--- src/rtl/fetch_stage.sv ---
// rtl/fetch_stage.sv - RV32I fetch stage: PC, request credits, in-order instruction queue, redirect flush.
// Optional FETCH_PREDECODE_EN adds a registered immediate-format code (dec_type_o) per queue entry.
`ifdef FETCH_PREDECODE_EN
`ifndef RTYPE
`define RTYPE 3'd0
`endif
`ifndef ITYPE
`define ITYPE 3'd1
`endif
`ifndef STYPE
`define STYPE 3'd2
`endif
`ifndef BTYPE
`define BTYPE 3'd3
`endif
`ifndef UTYPE
`define UTYPE 3'd4
`endif
`ifndef JTYPE
`define JTYPE 3'd5
`endif
`endif

module fetch_stage #(
    parameter logic [31:0] RESET_PC    = 32'h0000_0000,
    parameter int          QUEUE_DEPTH = 2
) (
    input  logic        clk_i,
    input  logic        rst_ni,
    output logic        imem_req_valid_o,
    output logic [31:0] imem_req_addr_o,
    input  logic        imem_req_ready_i,
    input  logic        imem_rsp_valid_i,
    input  logic [31:0] imem_rsp_data_i,
    input  logic        redirect_i,
    input  logic [31:0] redirect_pc_i,
    output logic        dec_valid_o,
    input  logic        dec_ready_i,
    output logic [31:0] dec_instr_o,
    output logic [31:0] dec_pc_o
`ifdef FETCH_PREDECODE_EN
    ,
    output logic [2:0]  dec_type_o
`endif
);
    localparam int AW = $clog2(QUEUE_DEPTH);
    localparam int CW = AW + 1;
    localparam logic [CW-1:0] ONE  = CW'(1);
    localparam logic [AW-1:0] AONE = AW'(1);
    localparam logic [CW:0]   QD_X = (CW+1)'(QUEUE_DEPTH);

    logic [31:0]   pc_q, pc_d;
    logic [CW-1:0] count_q, count_d, out_q, out_d, drop_q, drop_d;
    logic [AW-1:0] head_q, head_d, tail_q, tail_d, ph_q, ph_d, pt_q, pt_d;
    logic [31:0]   instr_mem_q [QUEUE_DEPTH];
    logic [31:0]   pc_mem_q    [QUEUE_DEPTH];
    logic [31:0]   req_pc_q    [QUEUE_DEPTH];
`ifdef FETCH_PREDECODE_EN
    logic [2:0]    type_mem_q  [QUEUE_DEPTH];

    function automatic logic [2:0] imm_type(input logic [6:0] op);
        case (op)
            7'b0110011:                                     imm_type = `RTYPE;
            7'b0010011, 7'b0000011, 7'b1100111, 7'b1110011: imm_type = `ITYPE;
            7'b0100011:                                     imm_type = `STYPE;
            7'b1100011:                                     imm_type = `BTYPE;
            7'b0110111, 7'b0010111:                         imm_type = `UTYPE;
            7'b1101111:                                     imm_type = `JTYPE;
            default:                                        imm_type = `RTYPE;
        endcase
    endfunction
`endif

    logic [CW:0] inflight;
    logic        req_fire, rsp_acc, push, pop, drop_dec;
    logic        unused_redirect_lsbs;

    assign unused_redirect_lsbs = ^redirect_pc_i[1:0];

    // Credits cover both queued entries and in-flight requests, so a response always has a slot.
    assign inflight         = {1'b0, out_q} + {1'b0, count_q};
    assign imem_req_valid_o = rst_ni && !redirect_i && (inflight < QD_X);
    assign imem_req_addr_o  = pc_q;
    assign req_fire         = imem_req_valid_o && imem_req_ready_i;
    assign rsp_acc          = imem_rsp_valid_i && (out_q != '0);
    assign push             = rsp_acc && !redirect_i && (drop_q == '0);
    assign drop_dec         = rsp_acc && !redirect_i && (drop_q != '0);
    assign pop              = dec_valid_o && dec_ready_i && !redirect_i;

    assign dec_valid_o = (count_q != '0);
    assign dec_instr_o = instr_mem_q[head_q];
    assign dec_pc_o    = pc_mem_q[head_q];
`ifdef FETCH_PREDECODE_EN
    assign dec_type_o  = type_mem_q[head_q];
`endif

    always_comb begin
        pc_d    = pc_q;
        count_d = count_q;
        out_d   = out_q;
        drop_d  = drop_q;
        head_d  = head_q;
        tail_d  = tail_q;
        ph_d    = ph_q;
        pt_d    = pt_q;
        if (req_fire) begin
            out_d = out_d + ONE;
            pt_d  = pt_q + AONE;
        end
        if (rsp_acc) begin
            out_d = out_d - ONE;
            ph_d  = ph_q + AONE;
        end
        if (redirect_i) begin
            // Everything still in flight after this cycle belongs to the wrong path.
            pc_d    = {redirect_pc_i[31:2], 2'b00};
            count_d = '0;
            head_d  = '0;
            tail_d  = '0;
            drop_d  = out_d;
        end else begin
            if (req_fire) pc_d = pc_q + 32'd4;
            if (drop_dec) drop_d = drop_q - ONE;
            if (push) tail_d = tail_q + AONE;
            if (pop) head_d = head_q + AONE;
            if (push && !pop)      count_d = count_q + ONE;
            else if (pop && !push) count_d = count_q - ONE;
        end
    end

    always_ff @(posedge clk_i or negedge rst_ni) begin
        if (!rst_ni) begin
            pc_q    <= RESET_PC;
            count_q <= '0;
            out_q   <= '0;
            drop_q  <= '0;
            head_q  <= '0;
            tail_q  <= '0;
            ph_q    <= '0;
            pt_q    <= '0;
            for (int i = 0; i < QUEUE_DEPTH; i++) begin
                instr_mem_q[i] <= '0;
                pc_mem_q[i]    <= '0;
                req_pc_q[i]    <= '0;
`ifdef FETCH_PREDECODE_EN
                type_mem_q[i]  <= '0;
`endif
            end
        end else begin
            pc_q    <= pc_d;
            count_q <= count_d;
            out_q   <= out_d;
            drop_q  <= drop_d;
            head_q  <= head_d;
            tail_q  <= tail_d;
            ph_q    <= ph_d;
            pt_q    <= pt_d;
            if (req_fire) req_pc_q[pt_q] <= pc_q;
            if (push) begin
                instr_mem_q[tail_q] <= imem_rsp_data_i;
                pc_mem_q[tail_q]    <= req_pc_q[ph_q];
`ifdef FETCH_PREDECODE_EN
                type_mem_q[tail_q]  <= imm_type(imem_rsp_data_i[6:0]);
`endif
            end
        end
    end
endmodule
--- config.mk ---
export PLATFORM = sky130hd
export DESIGN_NAME = fetch_stage
export DESIGN_NICKNAME = d
export VERILOG_FILES = /design/src/rtl/fetch_stage.sv
export SDC_FILE = /design/constraint.sdc
export NUM_CORES = 1
export LEC_CHECK = 0
export CAP_MARGIN = 20
export CORE_MARGIN = 4
export CORE_UTILIZATION = 49
export DETAILED_ROUTE_END_ITERATION = 8
export PLACE_DENSITY_LB_ADDON = 0.3
export SYNTH_ARGS = -nofsm -noshare
export SYNTH_HDL_FRONTEND = slang
export SYNTH_SLANG_ARGS = --single-unit
--- constraint.sdc ---
create_clock -name clk_i -period 2.7 [get_ports clk_i]
set_input_delay 0.54 -clock clk_i [delete_from_list [all_inputs] [get_ports clk_i]]
set_output_delay 0.54 -clock clk_i [all_outputs]
set_load 0.01 [all_outputs]
==> impl_metrics.tcl <==
set metrics [dict create \
    fmax_mhz 359.9 \
    nets 1114 \
    synth.area.top_cells "dfrtp_1 55%, mux2_2 16%, a21oi_1 3.4%" \
    viasPerCell 5.505 \
    portBuffers 161 \
    power.density_nw_per_um2 1080 \
    ys_seq_area_frac 0.5467 \
    crit_path_start_kind "register" \
    setup_violations 25 \
    drt_iter0_drc 347 \
    die_h_um 152.7 \
    muxShareOfSynthArea 0.2249 \
    synth_top_family_by_area "multiplexers" \
    place_ws_ps -100.5 \
    synth_most_common_cell "dfrtp_1" \
    clock_path_buffers 3 \
    clk_pin_slew_ps 60 \
    maxSlewHeadroom 0.3481 \
    htree_levels 1 \
    worstPathMaxFanout 2 \
    antenna_found_initial 0 \
    track_usage 0.2013 \
    placedCellCount 1282 \
    synth_simple_gate_area_frac 0.1067 \
    slew_viol_final 0 \
    wl_um 23840 \
    final_cells 1328 \
    clock_skew_ps 8.848 \
    fin_hold_ws_ps 118.9 \
    vias 7311 \
    worst_slew_pin_slew_ps 977.9 \
    ys_warn_count 0 \
    crit_slowest_cell "or4b_4" \
    die_area_um2 23300 \
    grt_max_degree 81 \
    ys_types 53 \
    die_w_um 152.7 \
    grt-ovfl-total 0 \
    finalHoldViolCount 0 \
    min-delay-path-class "in -> async" \
    routedWlPerCell_um 17.95 \
    crit_family "simple AND/OR/NAND/NOR gates" \
    layout-drive-gt1-share 0.2543 \
    finalCritPeriodShare 1.029 \
    synth-main-ff-cell "dfrtp_1" \
    ys_ff_latch 224 \
    clock-sinks 224 \
    root_buffer "clkbuf_16" \
    cts_buffers 24 \
    synth_cells 862 \
    drt_pass1_iterations 5 \
    synth_area_um2 10250 \
    ctsHoldBuffers 0 \
    critical_path.max_stage_delay_ps 580 \
    grt_first_pass_wirelength_um 39350 \
    drtAntennaViolNets 0 \
    synth-compound-area-share 0.07602 \
    violations "setup timing" \
    synthArstFlopShare 1.000 \
    pin_count 168 \
    cts_tree "done" \
    r2r_setup_slack_ps -60 \
    yosys.area.top_type "dfrtp_1" \
    path_cells "and2_4 -> fa_1 -> or4b_4 -> inv_4 -> buf_6" \
    cp.depth 5 \
    coreArea_um2 20430 \
    grt_pass1_vias 7453 \
    crit_type "reg -> out" \
    cp-end-kind "output pin" \
    avgSynthCellArea_um2 11.90 \
    critPathBufInv 2 \
    clkLatencyLatePin_ps 510 \
    ir_drop_uv 452.2 \
    p_total_mw 14.40 \
    status "finished with violations" \
    p_leak_nw 5.940 \
    grt_setup_unrepaired "true" \
    diodes 0 \
    setup_slack_ps -78.20 \
    reg2reg_depth 7 \
    cap_violations 0 \
    fin_crit_ps 2778 \
    synth_edf_count 0 \
    synth_fa_ha_area_frac 0.005613 \
    yosysTopAreaCellShare 0.5467 \
    gp_congestion 0.8694 \
    arrival_ps 2240 \
    required_ps 2160 \
    syn_to_final_growth_pct 30.01 \
    post-route-drc-count 0 \
    ys_top_cells_by_count "224 x dfrtp_1, 144 x mux2_2, 81 x nor2_1" \
    place_hpwl_um 15950 \
    synth_xor_xnor_area_share 0.007688 \
    row_count 52 \
    start_util 0.5019 \
]
## placed cells by master, fill, tap and decap left out, drive strengths merged, types with 6 or more instances in the layout
master	netlist	layout
nor3	7	7
xnor2	6	6
nor3b	6	6
and3	6	6
dfrtp	224	224
bufinv	0	6
clkbuf	27	31
mux2	170	170
inv	14	14
buf	28	46
a21oi	70	70
o21ai	36	36
clkdlybuf4s50	0	158
nand4	19	19
nand3	10	10
mux2i	32	32
nor2b	8	8
nor2	82	82
nand2	58	58
## metal layers
layer | vias up | track usage | routed length (um)
met4 | 0 | 0.05346 | 547
li1 | 3426 | - | -
met5 | - | 0 | 0
met2 | 238 | 0.3073 | 10610
met1 | 3601 | 0.2980 | 11240
met3 | 46 | 0.03834 | 1433
## path summary, 6_finish.rpt
kind,from,endpoint
max,count_q[0],imem_req_valid_o
min,rst_ni,pc_mem_q[30]
max reg2reg,count_q[0],req_pc_q[62]
min reg2reg,req_pc_q[14],req_pc_q[14]
max in group asynchronous,rst_ni,pc_mem_q[44]
min in group clk_i,req_pc_q[14],req_pc_q[14]
## state kept, by name, indices dropped and copies added (netlist names)
register and count:
count_q 2, pt_q 1, drop_q 2, instr_mem_q 64
pc_mem_q 60, req_pc_q 60, out_q 2, head_q 1
ph_q 1, imem_req_addr_o 30, tail_q 1
## per-stage QoR
stage                     utilization  setup TNS (ps)  instance area (um^2)
final                          0.6525           -1087                 13330
after global routing           0.6525           -2766                 13330
after CTS                      0.6504           -1266                 13290
after detailed placement       0.6049           -2016                 12360
after global placement         0.6049           -1264                 12360
after floorplan                     -               0                 10260
## power breakdown
part / switching [mW] / internal (mW) / total, mW
registers: 0.789 / 4.76 / 5.55
logic: 2.19 / 2.95 / 5.15
clock network: 1.34 / 2.37 / 3.70
## timing repair
item / 4_1_cts / 5_1_grt
endpoints found under the setup margin: 29 / 37
resized for setup: 10 / 10
buffers inserted: 1 / 1
pin swaps: 1 / 1
## cell type report
cell class                      count  area [um^2]
Timing Repair Buffer              204         2051
Clock buffer                       31        688.2
Sequential cell                   224         5607
Clock inverter                     13        220.2
Tap cell                          270        337.8
Fill cell                        1587         7099
Inverter                           14        55.05
Multi-Input combinational cell    572         4372
## cells by family after synthesis
kind of cell,after synthesis
DFF,224
and+or+nand+nor,217
muxes,202
AOI/OAI and AO/OA,136
buffers and inverters,69
xor gates and xnor gates,9
adders and majority gates,4
other,1
No activity file was read; power rests on OpenSTA's default activity.
